### config.mk
export PLATFORM = sky130hd
export DESIGN_NAME = cart_mem_arbiter_flat
export DESIGN_NICKNAME = d
export VERILOG_FILES = /design/src/rtl/cart_mem_arbiter_pkg.sv /design/src/rtl/cart_mem_arbiter_if.sv /design/src/rtl/cart_mem_arbiter_timeout_ctr.sv /design/src/rtl/cart_mem_arbiter.sv /design/src/flat_wrapper.sv
export SDC_FILE = /design/constraint.sdc
export NUM_CORES = 1
export LEC_CHECK = 0
export BUFFER_PORTS_ARGS = -buffer_cell sky130_fd_sc_hd__buf_2
export CAP_MARGIN = 20
export CORE_UTILIZATION = 45
export DETAILED_ROUTE_END_ITERATION = 6
export HOLD_SLACK_MARGIN = 0.12
export PLACE_DENSITY = 0.82
export SETUP_SLACK_MARGIN = 0.02
export SLEW_MARGIN = 15
export SYNTH_ARGS = -nofsm -noshare
export SYNTH_HDL_FRONTEND = slang
export SYNTH_HIERARCHICAL = 1
export SYNTH_SLANG_ARGS = --single-unit
export TNS_END_PERCENT = 5
### constraint.sdc
create_clock -name clk -period 2.21 [get_ports clk]
set_input_delay 0.1105 -clock clk [delete_from_list [all_inputs] [get_ports clk]]
set_output_delay 0.1105 -clock clk [all_outputs]
set_load 0.02 [all_outputs]
### src/rtl/cart_mem_arbiter_pkg.sv
// rtl/cart_mem_arbiter_pkg.sv - shared types and constants for the cart memory arbiter
package cart_mem_arbiter_pkg;

  typedef enum logic [1:0] {
    IDLE,
    CPU_ACC,
    BK_ACC
  } arb_state_t;

  localparam logic [7:0] ARB_TIMEOUT_DATA = 8'hFF;

endpackage

### src/rtl/cart_mem_arbiter_if.sv
// rtl/cart_mem_arbiter_if.sv - CPU, backup and memory-port signal bundle of the cart memory arbiter
interface cart_mem_arbiter_if #(
  parameter int AW = 25
);
  logic          cpu_req;
  logic [AW-1:0] cpu_addr;
  logic          cpu_we;
  logic [7:0]    cpu_din;
  logic          cpu_sram;
  logic          cpu_cart;
  logic [7:0]    cpu_dout;
  logic          cpu_wait;

  logic          bk_req;
  logic [AW-1:0] bk_addr;
  logic          bk_we;
  logic [7:0]    bk_din;
  logic [7:0]    bk_dout;
  logic          bk_ack;

  logic [AW-1:0] mem_addr;
  logic [7:0]    mem_din;
  logic          mem_rd;
  logic          mem_wr;
  logic [7:0]    mem_dout;
  logic          mem_ready;

  logic [1:0]    dirty;
  logic [1:0]    dirty_clr;
  logic          err;

  // master: CPU, backup engine and memory controller around the arbiter
  modport master (
    output cpu_req, cpu_addr, cpu_we, cpu_din, cpu_sram, cpu_cart,
    input  cpu_dout, cpu_wait,
    output bk_req, bk_addr, bk_we, bk_din,
    input  bk_dout, bk_ack,
    input  mem_addr, mem_din, mem_rd, mem_wr,
    output mem_dout, mem_ready,
    input  dirty, err,
    output dirty_clr
  );

  modport slave (
    input  cpu_req, cpu_addr, cpu_we, cpu_din, cpu_sram, cpu_cart,
    output cpu_dout, cpu_wait,
    input  bk_req, bk_addr, bk_we, bk_din,
    output bk_dout, bk_ack,
    output mem_addr, mem_din, mem_rd, mem_wr,
    input  mem_dout, mem_ready,
    output dirty, err,
    input  dirty_clr
  );

endinterface

### src/rtl/cart_mem_arbiter_timeout_ctr.sv
// rtl/cart_mem_arbiter_timeout_ctr.sv - access watchdog: cleared at grant, expires on its TIMEOUT-th cycle
module cart_mem_arbiter_timeout_ctr #(
  parameter int TIMEOUT = 64
) (
  input  logic clk,
  input  logic reset,
  input  logic load,
  input  logic en,
  output logic expire
);

  localparam int W = (TIMEOUT > 1) ? $clog2(TIMEOUT) : 1;
  localparam logic [W-1:0] LAST = W'(TIMEOUT - 1);

  logic [W-1:0] cnt_q;

  always_ff @(posedge clk) begin
    if (reset || load) begin
      cnt_q <= '0;
    end else if (en && !expire) begin
      cnt_q <= cnt_q + W'(1);
    end
  end

  assign expire = en && (cnt_q == LAST);

endmodule

### src/rtl/cart_mem_arbiter.sv
// rtl/cart_mem_arbiter.sv - shares the cart memory port between CPU cart accesses and the SRAM backup engine
module cart_mem_arbiter
  import cart_mem_arbiter_pkg::*;
#(
  parameter int AW      = 25,
  parameter int TIMEOUT = 64
) (
  input logic               clk,
  input logic               reset,
  cart_mem_arbiter_if.slave bus
);

  arb_state_t    state_q, state_d;
  logic          cpu_pend_q, last_cpu_q, acc_we_q;
  logic [AW-1:0] cpu_addr_q, mem_addr_q;
  logic [7:0]    cpu_din_q, mem_din_q, cpu_dout_q, bk_dout_q;
  logic          cpu_we_q, cpu_sram_q, cpu_cart_q;
  logic          mem_rd_q, mem_wr_q, bk_ack_q, err_q;
  logic [1:0]    dirty_q, dirty_set;
  logic          cpu_accept, bk_avail, in_acc, expire, done, cpu_done, bk_done;
  logic          grant_cpu, grant_bk;
  logic [7:0]    rdata;

  assign cpu_accept = bus.cpu_req && !cpu_pend_q && (state_q != CPU_ACC);
  // bk_req is still high in the ack cycle; it must not re-grant the finished request
  assign bk_avail   = bus.bk_req && !bk_ack_q;
  assign in_acc     = (state_q != IDLE);
  assign done       = in_acc && (bus.mem_ready || expire);
  assign cpu_done   = done && (state_q == CPU_ACC);
  assign bk_done    = done && (state_q == BK_ACC);
  assign rdata      = bus.mem_ready ? bus.mem_dout : ARB_TIMEOUT_DATA;

  cart_mem_arbiter_timeout_ctr #(.TIMEOUT(TIMEOUT)) u_timeout (
    .clk    (clk),
    .reset  (reset),
    .load   (grant_cpu || grant_bk),
    .en     (in_acc),
    .expire (expire)
  );

  // A CPU request arriving alongside bk_req counts as pending, so a CPU turn is not lost
  // to the backup while the request is still being captured.
  always_comb begin
    state_d   = state_q;
    grant_cpu = 1'b0;
    grant_bk  = 1'b0;
    case (state_q)
      IDLE: begin
        if ((cpu_pend_q || cpu_accept) && bk_avail) begin
          if (last_cpu_q) grant_bk = 1'b1;
          else            grant_cpu = cpu_pend_q;
        end else if (cpu_pend_q) begin
          grant_cpu = 1'b1;
        end else if (bk_avail) begin
          grant_bk = 1'b1;
        end
        if (grant_cpu)     state_d = CPU_ACC;
        else if (grant_bk) state_d = BK_ACC;
      end
      CPU_ACC, BK_ACC: begin
        if (done) state_d = IDLE;
      end
      default: state_d = IDLE;
    endcase
  end

  always_comb begin
    dirty_set = 2'b00;
    if (cpu_done && cpu_we_q && cpu_sram_q) dirty_set[cpu_cart_q] = 1'b1;
  end

  always_ff @(posedge clk) begin
    if (reset) begin
      state_q    <= IDLE;
      cpu_pend_q <= 1'b0;
      last_cpu_q <= 1'b0;
      acc_we_q   <= 1'b0;
      cpu_addr_q <= '0;
      cpu_din_q  <= 8'h00;
      cpu_we_q   <= 1'b0;
      cpu_sram_q <= 1'b0;
      cpu_cart_q <= 1'b0;
      mem_addr_q <= '0;
      mem_din_q  <= 8'h00;
      mem_rd_q   <= 1'b0;
      mem_wr_q   <= 1'b0;
      bk_ack_q   <= 1'b0;
      cpu_dout_q <= 8'hFF;
      bk_dout_q  <= 8'hFF;
      dirty_q    <= 2'b00;
      err_q      <= 1'b0;
    end else begin
      state_q  <= state_d;
      mem_rd_q <= 1'b0;
      mem_wr_q <= 1'b0;
      bk_ack_q <= 1'b0;
      dirty_q  <= (dirty_q & ~bus.dirty_clr) | dirty_set;
      if (cpu_accept) begin
        cpu_pend_q <= 1'b1;
        cpu_addr_q <= bus.cpu_addr;
        cpu_we_q   <= bus.cpu_we;
        cpu_din_q  <= bus.cpu_din;
        cpu_sram_q <= bus.cpu_sram;
        cpu_cart_q <= bus.cpu_cart;
      end
      if (grant_cpu) begin
        cpu_pend_q <= 1'b0;
        mem_addr_q <= cpu_addr_q;
        mem_din_q  <= cpu_din_q;
        mem_rd_q   <= !cpu_we_q;
        mem_wr_q   <= cpu_we_q;
        acc_we_q   <= cpu_we_q;
      end else if (grant_bk) begin
        mem_addr_q <= bus.bk_addr;
        mem_din_q  <= bus.bk_din;
        mem_rd_q   <= !bus.bk_we;
        mem_wr_q   <= bus.bk_we;
        acc_we_q   <= bus.bk_we;
      end
      if (done && !bus.mem_ready) err_q <= 1'b1;
      if (cpu_done) begin
        last_cpu_q <= 1'b1;
        if (!acc_we_q) cpu_dout_q <= rdata;
      end
      if (bk_done) begin
        last_cpu_q <= 1'b0;
        bk_ack_q   <= 1'b1;
        if (!acc_we_q) bk_dout_q <= rdata;
      end
    end
  end

  assign bus.cpu_wait = bus.cpu_req || cpu_pend_q || (state_q == CPU_ACC);
  assign bus.cpu_dout = cpu_dout_q;
  assign bus.bk_dout  = bk_dout_q;
  assign bus.bk_ack   = bk_ack_q;
  assign bus.mem_addr = mem_addr_q;
  assign bus.mem_din  = mem_din_q;
  assign bus.mem_rd   = mem_rd_q;
  assign bus.mem_wr   = mem_wr_q;
  assign bus.dirty    = dirty_q;
  assign bus.err      = err_q;

endmodule
### src/flat_wrapper.sv
// flat-port wrapper written by rule: the top's interface ports become plain ports
module cart_mem_arbiter_flat import cart_mem_arbiter_pkg::*;
#(
  parameter int AW      = 25,
  parameter int TIMEOUT = 64
)
  (clk, reset, bus_cpu_req, bus_cpu_addr, bus_cpu_we, bus_cpu_din, bus_cpu_sram, bus_cpu_cart, bus_cpu_dout, bus_cpu_wait, bus_bk_req, bus_bk_addr, bus_bk_we, bus_bk_din, bus_bk_dout, bus_bk_ack, bus_mem_addr, bus_mem_din, bus_mem_rd, bus_mem_wr, bus_mem_dout, bus_mem_ready, bus_dirty, bus_err, bus_dirty_clr);
  cart_mem_arbiter_if #(.AW(AW)) bus_i ();
  input logic clk;
  input logic reset;
  input wire logic [$bits(bus_i.cpu_req)-1:0] bus_cpu_req;
  input wire logic [$bits(bus_i.cpu_addr)-1:0] bus_cpu_addr;
  input wire logic [$bits(bus_i.cpu_we)-1:0] bus_cpu_we;
  input wire logic [$bits(bus_i.cpu_din)-1:0] bus_cpu_din;
  input wire logic [$bits(bus_i.cpu_sram)-1:0] bus_cpu_sram;
  input wire logic [$bits(bus_i.cpu_cart)-1:0] bus_cpu_cart;
  output wire logic [$bits(bus_i.cpu_dout)-1:0] bus_cpu_dout;
  output wire logic [$bits(bus_i.cpu_wait)-1:0] bus_cpu_wait;
  input wire logic [$bits(bus_i.bk_req)-1:0] bus_bk_req;
  input wire logic [$bits(bus_i.bk_addr)-1:0] bus_bk_addr;
  input wire logic [$bits(bus_i.bk_we)-1:0] bus_bk_we;
  input wire logic [$bits(bus_i.bk_din)-1:0] bus_bk_din;
  output wire logic [$bits(bus_i.bk_dout)-1:0] bus_bk_dout;
  output wire logic [$bits(bus_i.bk_ack)-1:0] bus_bk_ack;
  output wire logic [$bits(bus_i.mem_addr)-1:0] bus_mem_addr;
  output wire logic [$bits(bus_i.mem_din)-1:0] bus_mem_din;
  output wire logic [$bits(bus_i.mem_rd)-1:0] bus_mem_rd;
  output wire logic [$bits(bus_i.mem_wr)-1:0] bus_mem_wr;
  input wire logic [$bits(bus_i.mem_dout)-1:0] bus_mem_dout;
  input wire logic [$bits(bus_i.mem_ready)-1:0] bus_mem_ready;
  output wire logic [$bits(bus_i.dirty)-1:0] bus_dirty;
  output wire logic [$bits(bus_i.err)-1:0] bus_err;
  input wire logic [$bits(bus_i.dirty_clr)-1:0] bus_dirty_clr;
  assign bus_i.cpu_req = bus_cpu_req;
  assign bus_i.cpu_addr = bus_cpu_addr;
  assign bus_i.cpu_we = bus_cpu_we;
  assign bus_i.cpu_din = bus_cpu_din;
  assign bus_i.cpu_sram = bus_cpu_sram;
  assign bus_i.cpu_cart = bus_cpu_cart;
  assign bus_cpu_dout = bus_i.cpu_dout;
  assign bus_cpu_wait = bus_i.cpu_wait;
  assign bus_i.bk_req = bus_bk_req;
  assign bus_i.bk_addr = bus_bk_addr;
  assign bus_i.bk_we = bus_bk_we;
  assign bus_i.bk_din = bus_bk_din;
  assign bus_bk_dout = bus_i.bk_dout;
  assign bus_bk_ack = bus_i.bk_ack;
  assign bus_mem_addr = bus_i.mem_addr;
  assign bus_mem_din = bus_i.mem_din;
  assign bus_mem_rd = bus_i.mem_rd;
  assign bus_mem_wr = bus_i.mem_wr;
  assign bus_i.mem_dout = bus_mem_dout;
  assign bus_i.mem_ready = bus_mem_ready;
  assign bus_dirty = bus_i.dirty;
  assign bus_err = bus_i.err;
  assign bus_i.dirty_clr = bus_dirty_clr;
  cart_mem_arbiter #(.AW(AW), .TIMEOUT(TIMEOUT)) u_core (.clk(clk), .reset(reset), .bus(bus_i));
endmodule
# [Yosys cells after proc, flatten, opt, wreduce, memory -nomap -nowiden]
# Cells that the tools add are included.
[totals] ff_bits=102 inputBits=85 out_inout_bits=56 wordCells=96
[op_classes] addsub=1 n_lt_le_gt_ge=2 eq_ne=6 mux=30 bitwise_logic=4 n_reduce_logical=34
[ops] op="2-to-1 mux 25 bit" count=2
[ops] op="2-to-1 mux 8 bit" count=3
[ops] op="2-to-1 mux 1 bit" count=19
[ops] op="logical AND 1 bit" count=13
[ops] op="2-to-1 mux 2 bit" count=4
[ops] op="adder 6 x 1 -> 6 bit (second input constant)" count=1
[ops] op="== test 6 bit (second input constant)" count=1
[ops] op="zero test 1 bit" count=6
[ops] op="logical OR 1 bit" count=6
[ops] op="AND reduction 2 bit" count=3
[ops] op="OR reduction 2 bit" count=3
[ops] op="!= test 2 x 1 -> 1 bit (second input constant)" count=2
[ops] op="one-hot mux 2 bit (2 select lines)" count=1
[ops] op="nonzero test 2 bit" count=2
[ops] op="!= test 3 x 1 -> 1 bit (second input constant)" count=1
[ops] op="AND 2 bit" count=1
[ops] op="== test 2 x 1 -> 1 bit (second input constant)" count=1
[ops] op="== test 2 bit (second input constant)" count=1
[ops] op="zero test 2 bit" count=1
[ops] op="less-than comparator 1 x 2 -> 1 bit (second input constant)" count=1
[ops] op="NOT 2 bit" count=1
[ops] op="bitwise OR 2 bit" count=1
[ops] op="demux 1 bit (select 1 bit)" count=1
[ops] op=">= comparator 1 bit (second input constant)" count=1
[ops] op="NOT 1 bit" count=1

# [Depth between registers and ports, before layout]
[logic_depth] ltp_word=10 ltp_mapped=10 ltp_nobuf=9

# [Hierarchy]
# The synthesis kept the hierarchy.
[by_module_without_submodules] mod="cart_mem_arbiter" n_inst=1 cells_per_inst=466 area_per_inst_um2=3844.9 seq_area_each_um2=1921.8
[by_module_without_submodules] mod="cart_mem_arbiter_timeout_ctr" n_inst=1 cells_per_inst=33 area_per_inst_um2=301.5 seq_area_each_um2=120.1

# [Least setup slack after synthesis]
# No wires, ideal clock.
[synth_path] path_kind="register to register" from="register u_core.state_q[1]" to="register u_core.u_timeout.cnt_q[3]" setup_ns=0.074 arrival_time_ns=1.978 setup_slack_ns=0.158 stages_incl_launch_ff=10 path_cell_list="dfxtp_1 -> inv_1 -> ha_1 -> or3b_1 -> a31o_1 -> buf_2 -> buf_2 -> nor2_1 -> o21ai_0 -> a31oi_1"
[synth_between] elab_chain_len=9
[synth_rtl] item="start: declaration" line_no="cart_mem_arbiter.sv:13" text="arb_state_t state_q, state_d;"
[synth_rtl] item="start signal: assignment" line_no="cart_mem_arbiter.sv:93" text="state_q <= state_d;"
[synth_rtl] item="!= test 2 x 1 -> 1 bit" line_no="cart_mem_arbiter.sv:24" text="assign cpu_accept = bus.cpu_req && !cpu_pend_q && (state_q != CPU_ACC);"
[synth_rtl] item="logical AND 1 bit" line_no="cart_mem_arbiter.sv:24"
[synth_rtl] item="logical OR 1 bit" line_no="cart_mem_arbiter.sv:49" text="if ((cpu_pend_q || cpu_accept) && bk_avail) begin"
[synth_rtl] item="logical AND 1 bit" line_no="cart_mem_arbiter.sv:49"
[synth_rtl] item="2-to-1 mux 1 bit" line_no="cart_mem_arbiter.sv:49"
[synth_rtl] item="2-to-1 mux 1 bit (2 in series)" line_no="cart_mem_arbiter.sv:47" text="case (state_q)"
[synth_rtl] item="logical OR 1 bit" line_no="cart_mem_arbiter.sv:36" text=".load (grant_cpu || grant_bk),"
[synth_rtl] item="logical OR 1 bit" line_no="cart_mem_arbiter_timeout_ctr.sv:18" text="if (reset || load) begin"
[synth_rtl] item="end signal: assignment" line_no="cart_mem_arbiter_timeout_ctr.sv:21" text="cnt_q <= cnt_q + W'(1);"
[synth_rtl] item="end: declaration" line_no="cart_mem_arbiter_timeout_ctr.sv:15" text="logic [W-1:0] cnt_q;"
# Several ways; a longest one is shown, not always the timed one. The select of a mux whose other input is x is not followed.
# A chain may end at the register's enable or synchronous reset.

# [Worst setup path in the final report]
# Same ends and word-level chain as after synthesis.

==> out/results.txt <==
After routing, the total negative slack on setup checks comes to 0 ps. The leakage power of the design was 2.46 nW; the worst clock skew on the final layout was 10.6 ps. The arrival time at the worst endpoint is 2380 ps, and the number of antenna violations at the first check in global routing is 3.

The largest incremental delay on the critical path is 400 ps. STA classifies the critical path startpoint as a flip-flop. The count of nets after finishing is 796.

Mean instance size in the synthesized netlist: 8.31 um2. Counting along the longest clock path gives a buffer depth of 2. The detail route stage leaves a number of antenna-violating nets equal to 0. The final critical path time including I/O delays and setup came out at 2110 ps.

Cells with a size suffix above 1 make up 25.7% of the layout. The headroom to the max-slew limit was 67.5%. The die covers 9600 um2.

STA classifies the critical path endpoint as a flip-flop. In this run, synthesis inferred 0 flip-flops with an integrated enable. The number of flip-flops and latches in the synthesized netlist is 102. Buffers placed on the I/O ports in this run total 140. Ranked by instance count, the synthesized netlist is headed by 148 x nand2_1, 102 x dfxtp_1, 49 x a21oi_1, 49 x nor2_1, 25 x clkbuf_1. 141 I/O pins were placed.

The buffer and inverter count on the worst path is 1. The detail-routed net length per standard cell was 14.8 um; the detailed placement HPWL was 7.29 mm. The CTS buffer count was 9. The flow ran to the end, but the final reports show violations. The critical path goes through inv_1 -> ha_1 -> or3b_1 -> a31o_2 -> nor2_1 -> o21ai_0 -> a31oi_1.

Top-area cell type share of the netlist area: 49.2%. Synthesis instantiated 42 different standard cells from the library. After detailed routing, the number of vias per cell comes to 5.22.

The post-CTS clock slew at the launch and capture registers of the worst setup and hold paths works out to 90 ps. Summing every instance area after synthesis gives 4150 um2. Dividing the final minimum period by the clock period gives 95.7%. The largest individual stage delay along the critical path comes from the cell or3b_1.

Entering global routing, the biggest net connects 52 pins. The most instantiated flip-flop cell in the synthesis netlist is dfxtp_1. Library cell used as clock root buffer: clkbuf_8.

The number of global-route vias before repair came out at 4310. The transition time at the pin with the least slew margin was 488 ps. In this run the horizontal extent of the chip is 98.0 um. The run gives 7 as the detailed-router iteration count before antenna repair. The initial utilization of the core area, before any placement, comes to 47.1%. The total area inside the core boundary comes to 8810 um2. Of all cell types, the one taking the most synthesized area is dfxtp_1. The share of flip-flops with an asynchronous set or reset came out at 0%. The critical path start-end classification was reg -> reg. Summing the sequential cell areas from Yosys gives 49.2% of the chip area.

The worst hold path belongs to the class in -> reg. Excluding fillers, the count of instances in the completed layout stands at 822. The logs give 26.0% for the aggregate global-route resource usage and 0 for the number of maximum-capacitance constraint violations. The source-to-sink clock delay at the later pin of the worst-skew pair was 350 ps; the remaining global-route overflow was 0. The count of pins over their slew limit was 0. The maximum VDD drop is 0.445 mV, and the wire length of the first global-routing pass is 19.9 mm. Dividing total power by cell area gives a power density of 879 nW/um2. The run gives 0 as the total count of hold-check failures in the final report. The final reports fail on design-rule violations. The die height came out at 98.0 um.

Setup repair after global routing left no endpoint under its margin. Sorting the synthesized cells by area gives the leading types as dfxtp_1 49%, nand2_1 13%, a21oi_1 5.9%. Yosys warning count: 6. The cell with the most instances after synthesis is nand2_1. In the routed design, unresolved DRC markers number 7. Timing would allow up to 473 MHz. The routed layout has 4288 vias. The tree built by TritonCTS fans out to 102 sinks. The layout overhead on the synthesized area came out at 42.9%. In the synthesized netlist, the number of instances is 499. In this run the worst path has a maximum fanout of 6. The number of placed instances, taps included, is 723. In this run, the number of DRC markers left after iteration 0 of detailed routing was 224. TritonCTS built the clock tree.

Data on the critical path is required at its endpoint by 2480 ps. In this run the core area contains 34 standard-cell rows. The cell family contributing the most delay on the critical path is simple AND/OR/NAND/NOR gates. For the number of failing setup endpoints in the final timing report, the log shows 0. The H-tree generated during clock tree synthesis spans 3 levels. Summed over all layers, the routed wires come to 12.2 mm. Once the clock tree was built, the setup fixing pass inserted 0 buffers. The tools report the synthesized net count as 588. The final weighted congestion in routability-driven placement is 0.884.
-- worst register-to-register path: stages (launching register included) --
cell and delay, ps:
dfxtp_1 370, inv_1 70, ha_1 240, or3b_1 400
a31o_2 300, nor2_1 330, o21ai_0 160, a31oi_1 170
-- layout make-up --
cell class / instances / area [um2]
diodes: 3 / 7.51
clock buffers: 10 / 128
clock inverters: 5 / 36.3
fillers: 701 / 2880
inverters: 7 / 26.3
multi-input cells: 355 / 1930
flip-flops and latches: 102 / 2040
well taps: 108 / 135
repair buffers: 232 / 1620
-- final timing paths --
kind                              start                        end  slack (ps)  cells after the start
hold / removal            bus_mem_ready             u_core/bus.err         180                      4
setup reg to reg      u_core/state_q[1]  u_core/u_timeout/cnt_q[3]         100                      7
hold reg to reg   u_core/cpu_addr_q[21]      u_core/cpu_addr_q[21]         460                      2
setup / recovery      u_core/state_q[1]  u_core/u_timeout/cnt_q[3]         100                      7
-- report_power, final --
group / internal (mW) / total (mW) / switching [mW]
Combinational: 0.725 / 1.90 / 1.18
Sequential: 2.13 / 2.30 / 0.164
Clock: 0.406 / 1.01 / 0.607
Total: 3.26 / 5.21 / 1.95
-- flip-flops by register name, summed over array words and instances (netlist names) --
signal and flops:
u_core/acc_we_q 1, u_core/bus.bk_ack 1, u_core/bus.bk_dout 8, u_core/bus.cpu_dout 8, u_core/bus.dirty 2, u_core/bus.err 1, u_core/bus.mem_addr 25, u_core/bus.mem_din 8
u_core/bus.mem_rd 1, u_core/bus.mem_wr 1, u_core/cpu_addr_q 25, u_core/cpu_cart_q 1, u_core/cpu_din_q 8, u_core/cpu_pend_q 1, u_core/cpu_sram_q 1, u_core/cpu_we_q 1
u_core/last_cpu_q 1, u_core/state_q 2, u_core/u_timeout/cnt_q 6
-- kinds of logic after synthesis --
logic type | synth area share, %
AOI/OAI and AO/OA | 17.5
adders and majority gates | 1.21
buffers and inverters | 4.35
DFF | 49.2
muxes | 2.41
and+or+nand+nor | 25.3
-- cells in the final DEF, fill, tap and decap left out, types with 2 or more instances in the layout --
cell and n:
and2_1 2, a41oi_1 2, a31oi_1 2, ha_1 4, o21ai_0 2, o21a_1 2, mux2i_1 10, buf_12 2
clkbuf_8 9, nor3b_1 9, diode_2 3, a21oi_1 49, a211oi_1 3, or3_1 2, nor2_1 49, nand3_1 3
nand2_1 148, nand2b_1 3, buf_4 10, dlygate4sd3_1 81, dfxtp_1 102, inv_1 7, buf_2 139, nand3b_1 3
clkinvlp_4 3, nand4_1 3, a311oi_2 10, nor3_1 10, a311oi_1 23
-- routing by layer --
layer / share of wire (%) / wire length, um / global-route usage, % / up-vias
li1: - / - / - / 2128
met1: 39 / 4720 / 27.9 / 1953
met2: 51 / 6270 / 46.4 / 159
met3: 5.1 / 623 / 5.30 / 48
met4: 4.7 / 567 / 16.7 / 0
met5: 0 / 0 / 0 / -
-- per-stage QoR --
stage / instance area (um2) / utilization [%] / setup WS (ps) / hold WS, ps / power (mW)
3_3_place_gp: 4940 / 56.2 / 282 / 330 / 4.03
5_1_grt: 5930 / 67.3 / 22.7 / 176 / 5.51
4_1_cts: 5920 / 67.2 / 104 / 158 / 5.21
2_1_floorplan: 4150 / - / 158 / 184 / 3.55
6_report: 5930 / 67.3 / 95.8 / 178 / 5.21
3_5_place_dp: 4940 / 56.2 / 130 / 334 / 4.09
-- what timing repair did --
action | CTS | global route
hold buffers | 81 | 0
resized for setup | 0 | 0
hold endpoints to repair | 90 | 0
Note: power is estimated with default switching activity, not from simulation.
